==> config.mk <==
export PLATFORM = sky130hd
export DESIGN_NAME = nco_phase_fold
export DESIGN_NICKNAME = d
export VERILOG_FILES = /design/src/rtl/nco_pkg.sv /design/src/rtl/nco_phase_acc.sv /design/src/rtl/nco_phase_fold.sv
export SDC_FILE = /design/constraint.sdc
export NUM_CORES = 1
export LEC_CHECK = 0
export CORE_MARGIN = 5
export CORE_UTILIZATION = 30
export DETAILED_ROUTE_END_ITERATION = 8
export PLACE_DENSITY = 0.66
export RECOVER_POWER = 25
export SYNTH_ARGS = -nofsm -noshare
export SYNTH_HDL_FRONTEND = slang
export SYNTH_SLANG_ARGS = --single-unit
==> constraint.sdc <==
create_clock -name clk -period 3.1 [get_ports clk]
set_input_delay 0.465 -clock clk [delete_from_list [all_inputs] [get_ports clk]]
set_output_delay 0.465 -clock clk [all_outputs]
set_load 0.02 [all_outputs]
==> src/rtl/nco_pkg.sv <==
// nco_pkg: shared widths, LFSR constants and quadrant type
// for the NCO phase-fold front end.
package nco_pkg;
  localparam int PHASE_W_DEF = 32;
  localparam int ADDR_W_DEF  = 10;
  localparam int DATA_W_DEF  = 14;

  // Galois form of x^16+x^14+x^13+x^11+1 (right shift)
  localparam logic [15:0] LFSR_SEED = 16'hACE1;
  localparam logic [15:0] LFSR_TAPS = 16'hB400;

  typedef enum logic [1:0] {
    Q0 = 2'd0,
    Q1 = 2'd1,
    Q2 = 2'd2,
    Q3 = 2'd3
  } quadrant_t;
endpackage

==> src/rtl/nco_phase_acc.sv <==
// nco_phase_acc: phase accumulator (clear beats advance) plus
// optional dither LFSR, enabled by NCO_DITHER_EN.
module nco_phase_acc
  import nco_pkg::*;
#(
  parameter int PHASE_W = PHASE_W_DEF
) (
  input  logic               clk,
  input  logic               rst,
  input  logic               i_en,
  input  logic               i_clr,
  input  logic [PHASE_W-1:0] i_ftw,
  output logic [PHASE_W-1:0] o_acc,
  output logic [15:0]        o_lfsr
);

  logic [PHASE_W-1:0] r_acc;

  // accumulate tuning word; clear has priority, wrap silently
  always_ff @(posedge clk or posedge rst) begin
    if (rst) begin
      r_acc <= '0;
    end else if (i_clr) begin
      r_acc <= '0;
    end else if (i_en) begin
      r_acc <= r_acc + i_ftw;
    end
  end

  assign o_acc = r_acc;

`ifdef NCO_DITHER_EN
  logic [15:0] r_lfsr;
  logic [15:0] w_lfsr_nxt;

  assign w_lfsr_nxt = {1'b0, r_lfsr[15:1]}
                    ^ (r_lfsr[0] ? LFSR_TAPS : 16'h0);

  // dither sequence advances once per launched sample
  always_ff @(posedge clk or posedge rst) begin
    if (rst) begin
      r_lfsr <= LFSR_SEED;
    end else if (i_en) begin
      r_lfsr <= w_lfsr_nxt;
    end
  end

  assign o_lfsr = r_lfsr;
`else
  assign o_lfsr = 16'h0;
`endif

endmodule

==> src/rtl/nco_phase_fold.sv <==
// nco_phase_fold: phase offset, quarter-wave address fold,
// sign restore and valid pipeline. Dither: NCO_DITHER_EN.
module nco_phase_fold
  import nco_pkg::*;
#(
  parameter int PHASE_W = PHASE_W_DEF,
  parameter int ADDR_W  = ADDR_W_DEF,
  parameter int DATA_W  = DATA_W_DEF
) (
  input  logic                     clk,
  input  logic                     rst,
  input  logic                     en,
  input  logic                     phase_clr,
  input  logic [PHASE_W-1:0]       ftw,
  input  logic [PHASE_W-1:0]       phase_off,
  output logic [ADDR_W-1:0]        lut_addr,
  input  logic signed [DATA_W-1:0] lut_data,
  output logic signed [DATA_W-1:0] sample_out,
  output logic                     sample_valid,
  output logic [PHASE_W-1:0]       phase_out
);

  localparam int TRUNC_W = PHASE_W - 2 - ADDR_W;
  localparam int DITH_W  = (TRUNC_W < 16) ? TRUNC_W : 16;
  localparam logic [15:0] DMASK =
    16'((32'd1 << DITH_W) - 32'd1);

  logic [PHASE_W-1:0] w_acc;
  logic [PHASE_W-1:0] w_p;
  logic [15:0]        w_lfsr;
  quadrant_t          w_q;
  logic [ADDR_W-1:0]  w_idx;
  logic [ADDR_W-1:0]  w_addr;
  logic               w_mirror;
  logic               w_neg;
  logic               r_neg_a;
  logic               r_neg_b;
  logic               r_vld_a;
  logic               r_vld_b;

  nco_phase_acc #(
    .PHASE_W (PHASE_W)
  ) u_acc (
    .clk    (clk),
    .rst    (rst),
    .i_en   (en),
    .i_clr  (phase_clr),
    .i_ftw  (ftw),
    .o_acc  (w_acc),
    .o_lfsr (w_lfsr)
  );

  assign phase_out = w_acc;
  assign w_p   = w_acc + phase_off
               + PHASE_W'(w_lfsr & DMASK);
  assign w_q   = quadrant_t'(w_p[PHASE_W-1 -: 2]);
  assign w_idx = w_p[PHASE_W-3 -: ADDR_W];

  // odd quadrants read the LUT backwards, lower half is negative
  always_comb begin
    w_mirror = 1'b0;
    w_neg    = 1'b0;
    unique case (w_q)
      Q0: ;
      Q1: w_mirror = 1'b1;
      Q2: w_neg    = 1'b1;
      Q3: begin
        w_mirror = 1'b1;
        w_neg    = 1'b1;
      end
    endcase
  end

  assign w_addr = w_mirror ? ~w_idx : w_idx;

  // stage A: launch address and sign on en
  always_ff @(posedge clk or posedge rst) begin
    if (rst) begin
      lut_addr <= '0;
      r_neg_a  <= 1'b0;
      r_vld_a  <= 1'b0;
    end else begin
      r_vld_a <= en;
      if (en) begin
        lut_addr <= w_addr;
        r_neg_a  <= w_neg;
      end
    end
  end

  // stage B: carry sign alongside the LUT read
  always_ff @(posedge clk or posedge rst) begin
    if (rst) begin
      r_neg_b <= 1'b0;
      r_vld_b <= 1'b0;
    end else begin
      r_vld_b <= r_vld_a;
      if (r_vld_a) begin
        r_neg_b <= r_neg_a;
      end
    end
  end

  // stage C: restore sign, publish sample
  always_ff @(posedge clk or posedge rst) begin
    if (rst) begin
      sample_out   <= '0;
      sample_valid <= 1'b0;
    end else begin
      sample_valid <= r_vld_b;
      if (r_vld_b) begin
        sample_out <= r_neg_b ? -lut_data : lut_data;
      end
    end
  end

endmodule

[After elaboration in Yosys (flattened, before gate mapping)]
Cells that the tools add are included.
Widths: inputs -> output; s select.
Cells by class
  order comparisons: 0
  reduce and logical (&&, ||, !) cells: 3
  divide/modulo/power cells: 0
  equal/unequal tests: 3
  mux-type cells: 6
  add/subtract/negate cells: 3
  bitwise logic cells: 1
  multipliers: 0
  shift-type cells: 0
Operators with widths (number)
  $add 32x32->32: 2
  $mux 32: 2
  $mux 14: 1
  $neg 14->14: 1
  $mux 10: 1
  $not 10->10: 1
  $eq 2x2->1 const B: 2
  $reduce_or 2->1: 2
  $eq 2x1->1 const B: 1
  $mux 1: 2
  $reduce_bool 2->1: 1
Word-level totals
  register bits: 61
  bits in latches: 0
  word-level logic and storage cells: 24
  output and inout port bits: 57
  bits in writable memories: 0
  input bits: 82
  ROM bits: 0
  memories: 0

[Logic depth before layout (Yosys ltp)]
  depth in word-level cells: 5
  depth in mapped cells: 13
  depth with buffers taken out: 13

[By module]
A second synthesis with hierarchy kept.
Unflattened totals
  cells, all modules: 749
  area, all modules: 6515.0 µm²
Modules (own cells, without submodules)
  nco_phase_fold: times used 1, area each 3359.5 µm², seq. area each 725.7 µm², cells each 395
  nco_phase_acc: times used 1, area each 3155.5 µm², seq. area each 800.8 µm², cells each 354

[Worst setup path before layout]
No wires, ideal clock.
  path type: reg2reg
  start point: reg u_acc.r_acc[0] (netlist: u_acc.o_acc[0])
  end point: reg u_acc.r_acc[28] (netlist: u_acc.o_acc[28])
  required time: 3.006 ns
  period minus slack after synthesis: 2.608 ns
  arrival time: 2.515 ns
  stages on the path, launching flop included: 14
  buffers on the path: 0
  path slack: 0.492 ns
  library setup time: 0.094 ns
  cell sequence: dfrtp_1 ha_1 inv_1 fa_1 nor2b_1 o21ai_0 a21o_1 a211oi_2 o21ai_1 nand3_1 a31oi_1 a21oi_1 xnor2_1 a211oi_1
Between the ends
  longest elaborated chain between the ends: 3
RTL lines
  start, declared: RTL line nco_phase_acc.sv:17  | logic [PHASE_W-1:0] r_acc;
  start signal, assigned: RTL line nco_phase_acc.sv:26  | r_acc <= r_acc + i_ftw;
  $add 32x32->32: RTL line nco_phase_acc.sv:26
  $mux 32: RTL line nco_phase_acc.sv:25  | end else if (i_en) begin
  $mux 32: RTL line nco_phase_acc.sv:23  | end else if (i_clr) begin
No other way between the ends. The select of a mux whose other input is x is not followed.
A chain may end at the register's enable or synchronous reset.

[Final worst setup path]
  start point: in phase_off[11]
  end point: reg lut_addr[6]
Between the ends
  longest elaborated chain between the ends: 5
  elaborated cells on any way between the ends: 7
  classes of those cells: 1 x add/sub; 2 x eq/ne; 2 x mux; 1 x bitwise; 1 x reduce/logical
RTL lines
  start, declared: RTL line nco_phase_fold.sv:15  | input logic [PHASE_W-1:0] phase_off,
  $add 32x32->32 (*): RTL line nco_phase_fold.sv:54  | assign w_p = w_acc + phase_off
  $eq 2x2->1 / $eq 2x1->1 (equally long branches): RTL line nco_phase_fold.sv:63  | unique case (w_q)
  $reduce_or 2->1 (no source line)
  $mux 1: RTL line nco_phase_fold.sv:63
  $mux 10 (*): RTL line nco_phase_fold.sv:74  | assign w_addr = w_mirror ? ~w_idx : w_idx;
  end signal, assigned: RTL line nco_phase_fold.sv:85  | lut_addr <= w_addr;
  end, declared: RTL line nco_phase_fold.sv:16  | output logic [ADDR_W-1:0] lut_addr,
Mark *: on every way between the ends. The rest lies on a longest branch, timed or not.

==> impl_metrics.json <==
{
  "crit_required_ns": 3.30,
  "cts.sinks": 61,
  "cp_max_fo": 9,
  "p_comb_frac": 0.535,
  "cts_root_buffer": "clkbuf_16",
  "initial_core_util": 0.302,
  "grt_antenna_before_repair": 0,
  "placed_area_sq_um": 7040,
  "viasPerCell": 4.84,
  "overflow": 0,
  "io_buffers": 138,
  "powerDensity_nw_per_um2": 622,
  "r2r-end": "lut_addr[6]$_DFFE_PP0P_",
  "stdcell_count": 981,
  "track_usage": 0.147,
  "grt_max_degree": 33,
  "nets": 896,
  "critPathLaunch": "phase_off[11]",
  "setup_violations": 0,
  "final_area_sq_um": 7340,
  "cts-buffers-inserted": 9,
  "hpwl_mm": 11.6,
  "slew_viol_final": 0,
  "ys_ff_latch": 61,
  "synth_edf_count": 0,
  "synth_fp_nets": 723,
  "crit_arrival_ns": 3.11,
  "syn_area_sq_um": 5160,
  "switching_share": 0.394,
  "clk_path_buf_depth": 2,
  "finClkSkew_ns": 0.00787,
  "p_switching_w": 0.00180,
  "first_pass_iters": 4,
  "ys_warn_count": 0,
  "routabilityCongestion": 0.832,
  "synth_cells": 578,
  "leakagePower_nw": 3.39,
  "rows": 48,
  "drc_errors": 0,
  "n_antenna_cell": 0,
  "internal_power_w": 0.00276,
  "grt_pass1_wl_mm": 23.7,
  "worst-path-buf-inv": 4,
  "drtAntennaViolNets": 0,
  "seq_power_share": 0.258,
  "async_reset_ff_frac": 1.00,
  "hold_class": "flop to flop",
  "crit_end": "lut_addr[6]$_DFFE_PP0P_",
  "ys.flop_type": "dfrtp_1",
  "die_h_um": 141,
  "die_area_sq_um": 19900,
  "rrSetupSlack_ns": 0.33,
  "seq_area_frac_synth": 0.296,
  "crit_path_start_kind": "input port",
  "postSynthAreaPerCell_sq_um": 8.93,
  "status": "completed",
  "cp_num_cells": 14,
  "cts_hold_buf": 0,
  "fill_cells": 1710,
  "detailedRoute.firstIterationViolations": 181,
  "cts_max_level": 3,
  "pin_count": 139,
  "synthToLayoutAreaGrowth_pct": 42.2,
  "p_clk_frac": 0.207,
  "fp.dieW_um": 141,
  "grt_pass1_vias": 4825,
  "multi_input_area_sq_um": 3460,
  "finalHoldViolCount": 0,
  "regArea_sq_um": 1530,
  "critPathSlowestCell": "clkdlybuf4s50_1",
  "vias": 4745,
  "fin_crit_sh": 0.939,
  "most-common-layout-cells": "clkdlybuf4s50_1 (136), nor2_1 (76), ha_1 (62)",
  "wirelength_mm": 14.6,
  "final_common_cell": "clkdlybuf4s50_1",
  "path_cells": "clkdlybuf4s50_1, ha_1, a211oi_2, o21bai_1, a221oi_2, buf_4, inv_1, o211ai_2, a31oi_4, mux2i_1, o2111ai_1, buf_6, xnor2_1, a21oi_1",
  "clk_pin_slew_ns": 0.06,
  "max_freq_ghz": 0.344,
  "maxCapViolations": 0,
  "period_minus_slack_ns": 2.91,
  "cts_tree": "built",
  "ir_drop_mv": 0.335,
  "max_stage_delay_ns": 0.42,
  "path_delay_family": "compound AO/OA/AOI/OAI gates",
  "core-area_sq_um": 17100,
  "place_inst": 965,
  "ys_types": 63,
  "endpoint_kind": "flop",
  "clk_latency_ns": 0.34,
  "reg2reg_depth": 13,
  "drive_above_1_share": 0.111,
  "rsz0062_at_grt": "true",
  "finalPower_w": 0.00456,
  "rr_startpoint": "u_acc.o_acc[11]$_DFFE_PP0P_",
  "worstSetupPathType": "input port to flop",
  "wire_per_inst_um": 14.9,
  "tightest_slew_ns": 1.06,
  "max-slew-margin-rel": 0.292
}
worst min-delay path by stage:
stage                            startpoint                      to  slack, ns  cells past startpoint
after CTS                 r_vld_a$_DFF_PP0_       r_vld_b$_DFF_PP0_       0.38                      0
after detailed placement  r_vld_a$_DFF_PP0_       r_vld_b$_DFF_PP0_       0.38                      0
after floorplan           r_vld_b$_DFF_PP0_  sample_valid$_DFF_PP0_       0.35                      0
final                     r_vld_a$_DFF_PP0_       r_vld_b$_DFF_PP0_       0.38                      0
after global routing      r_vld_a$_DFF_PP0_       r_vld_b$_DFF_PP0_       0.39                      0
after global placement    r_vld_a$_DFF_PP0_       r_vld_b$_DFF_PP0_       0.37                      0
power groups by stage:
stage	sequential (W)	combinational, W	clock (W)
3_3_place_gp	0.00119	0.00240	0
6_report	0.00118	0.00244	0.000945
4_1_cts	0.00118	0.00243	0.000975
5_1_grt	0.00121	0.00269	0.00100
3_5_place_dp	0.00119	0.00241	0
2_1_floorplan	0.00138	0.00130	0
sequential cells by signal, summed over array words and instances (netlist names):
signal and flops:
sample_out 14, r_vld_a 1, r_vld_b 1, r_neg_a 1
r_neg_b 1, sample_valid 1, lut_addr 10, u_acc.o_acc 32
final cells by class:
cell class	count	share of cell area
Multi-Input combinational cell	475	0.472
Clock inverter	7	0.00699
Inverter	21	0.0107
Clock buffer	9	0.0307
Tap cell	225	0.0384
Sequential cell	61	0.208
Timing Repair Buffer	183	0.234
kinds of logic after synthesis:
family                   synth area share
XOR/XNOR                           0.0933
flip-flops                          0.296
AO/OA/AOI/OAI                       0.206
AND/OR/NAND/NOR                     0.149
adder cells (fa/ha/maj)             0.154
multiplexers                       0.0638
buffers and inverters              0.0381
cells in the mapped netlist (2+ instances only):
cell      count  area [sq um]
or3_1         4          25.0
xor2_1       24           210
o21bai_1     10          75.1
o21a_1        5          37.5
dfrtp_1      61          1530
o21ai_1       4          20.0
buf_1         2          7.51
buf_6         4          45.0
clkbuf_1     12          45.0
a31oi_1       7          43.8
and2_1        3          18.8
a21oi_2       2          17.5
and3_1        4          25.0
nand3_1      12          60.1
o21ai_0      19          95.1
xnor2_1      31           272
nor2b_1       6          37.5
a211oi_1      5          37.5
inv_1        21          78.8
a21bo_2       2          20.0
nor2_1       76           285
a21oi_1      58           290
a221oi_1      2          17.5
o211ai_1      2          15.0
a211oi_2      3          37.5
nand4_1       4          25.0
mux2_2        3          33.8
nor3_1       13          65.1
ha_1         62           776
nand2b_1      6          37.5
mux2i_1      28           280
o31ai_1       5          37.5
or4_1         2          15.0
nand2_1      28           105
a21o_1       20           150
stage by stage:
step,setup WS [ns],hold slack (ns),setup TNS [ns],utilization
6_report,0.191,0.378,0,0.429
4_1_cts,0.170,0.379,0,0.427
2_1_floorplan,0.492,0.352,0,-
5_1_grt,0.00666,0.390,0,0.429
3_3_place_gp,-0.151,0.371,-1.74,0.411
3_5_place_dp,-0.183,0.376,-2.17,0.411
routing by layer:
metal | part of all wire | track usage
met5 | 0 | 0
met4 | 0.016 | 0.0464
met3 | 0.044 | 0.0282
met2 | 0.49 | 0.257
met1 | 0.45 | 0.183
repair_timing:
action,in CTS,in global routing
resized for setup,0,5
endpoints found under the hold margin,0,0
setup buffers,0,0
setup endpoints to repair,0,10
worst register-to-register path, delay by kind of cell (launching register included):
family,cells,cell delay [ns]
fa+ha+maj,1,0.31
buf+inv,3,0.40
compound gates,7,1.16
xor+xnor,1,0.17
flops,1,0.41
mux,1,0.17
Note: power is estimated with default switching activity, not from simulation.
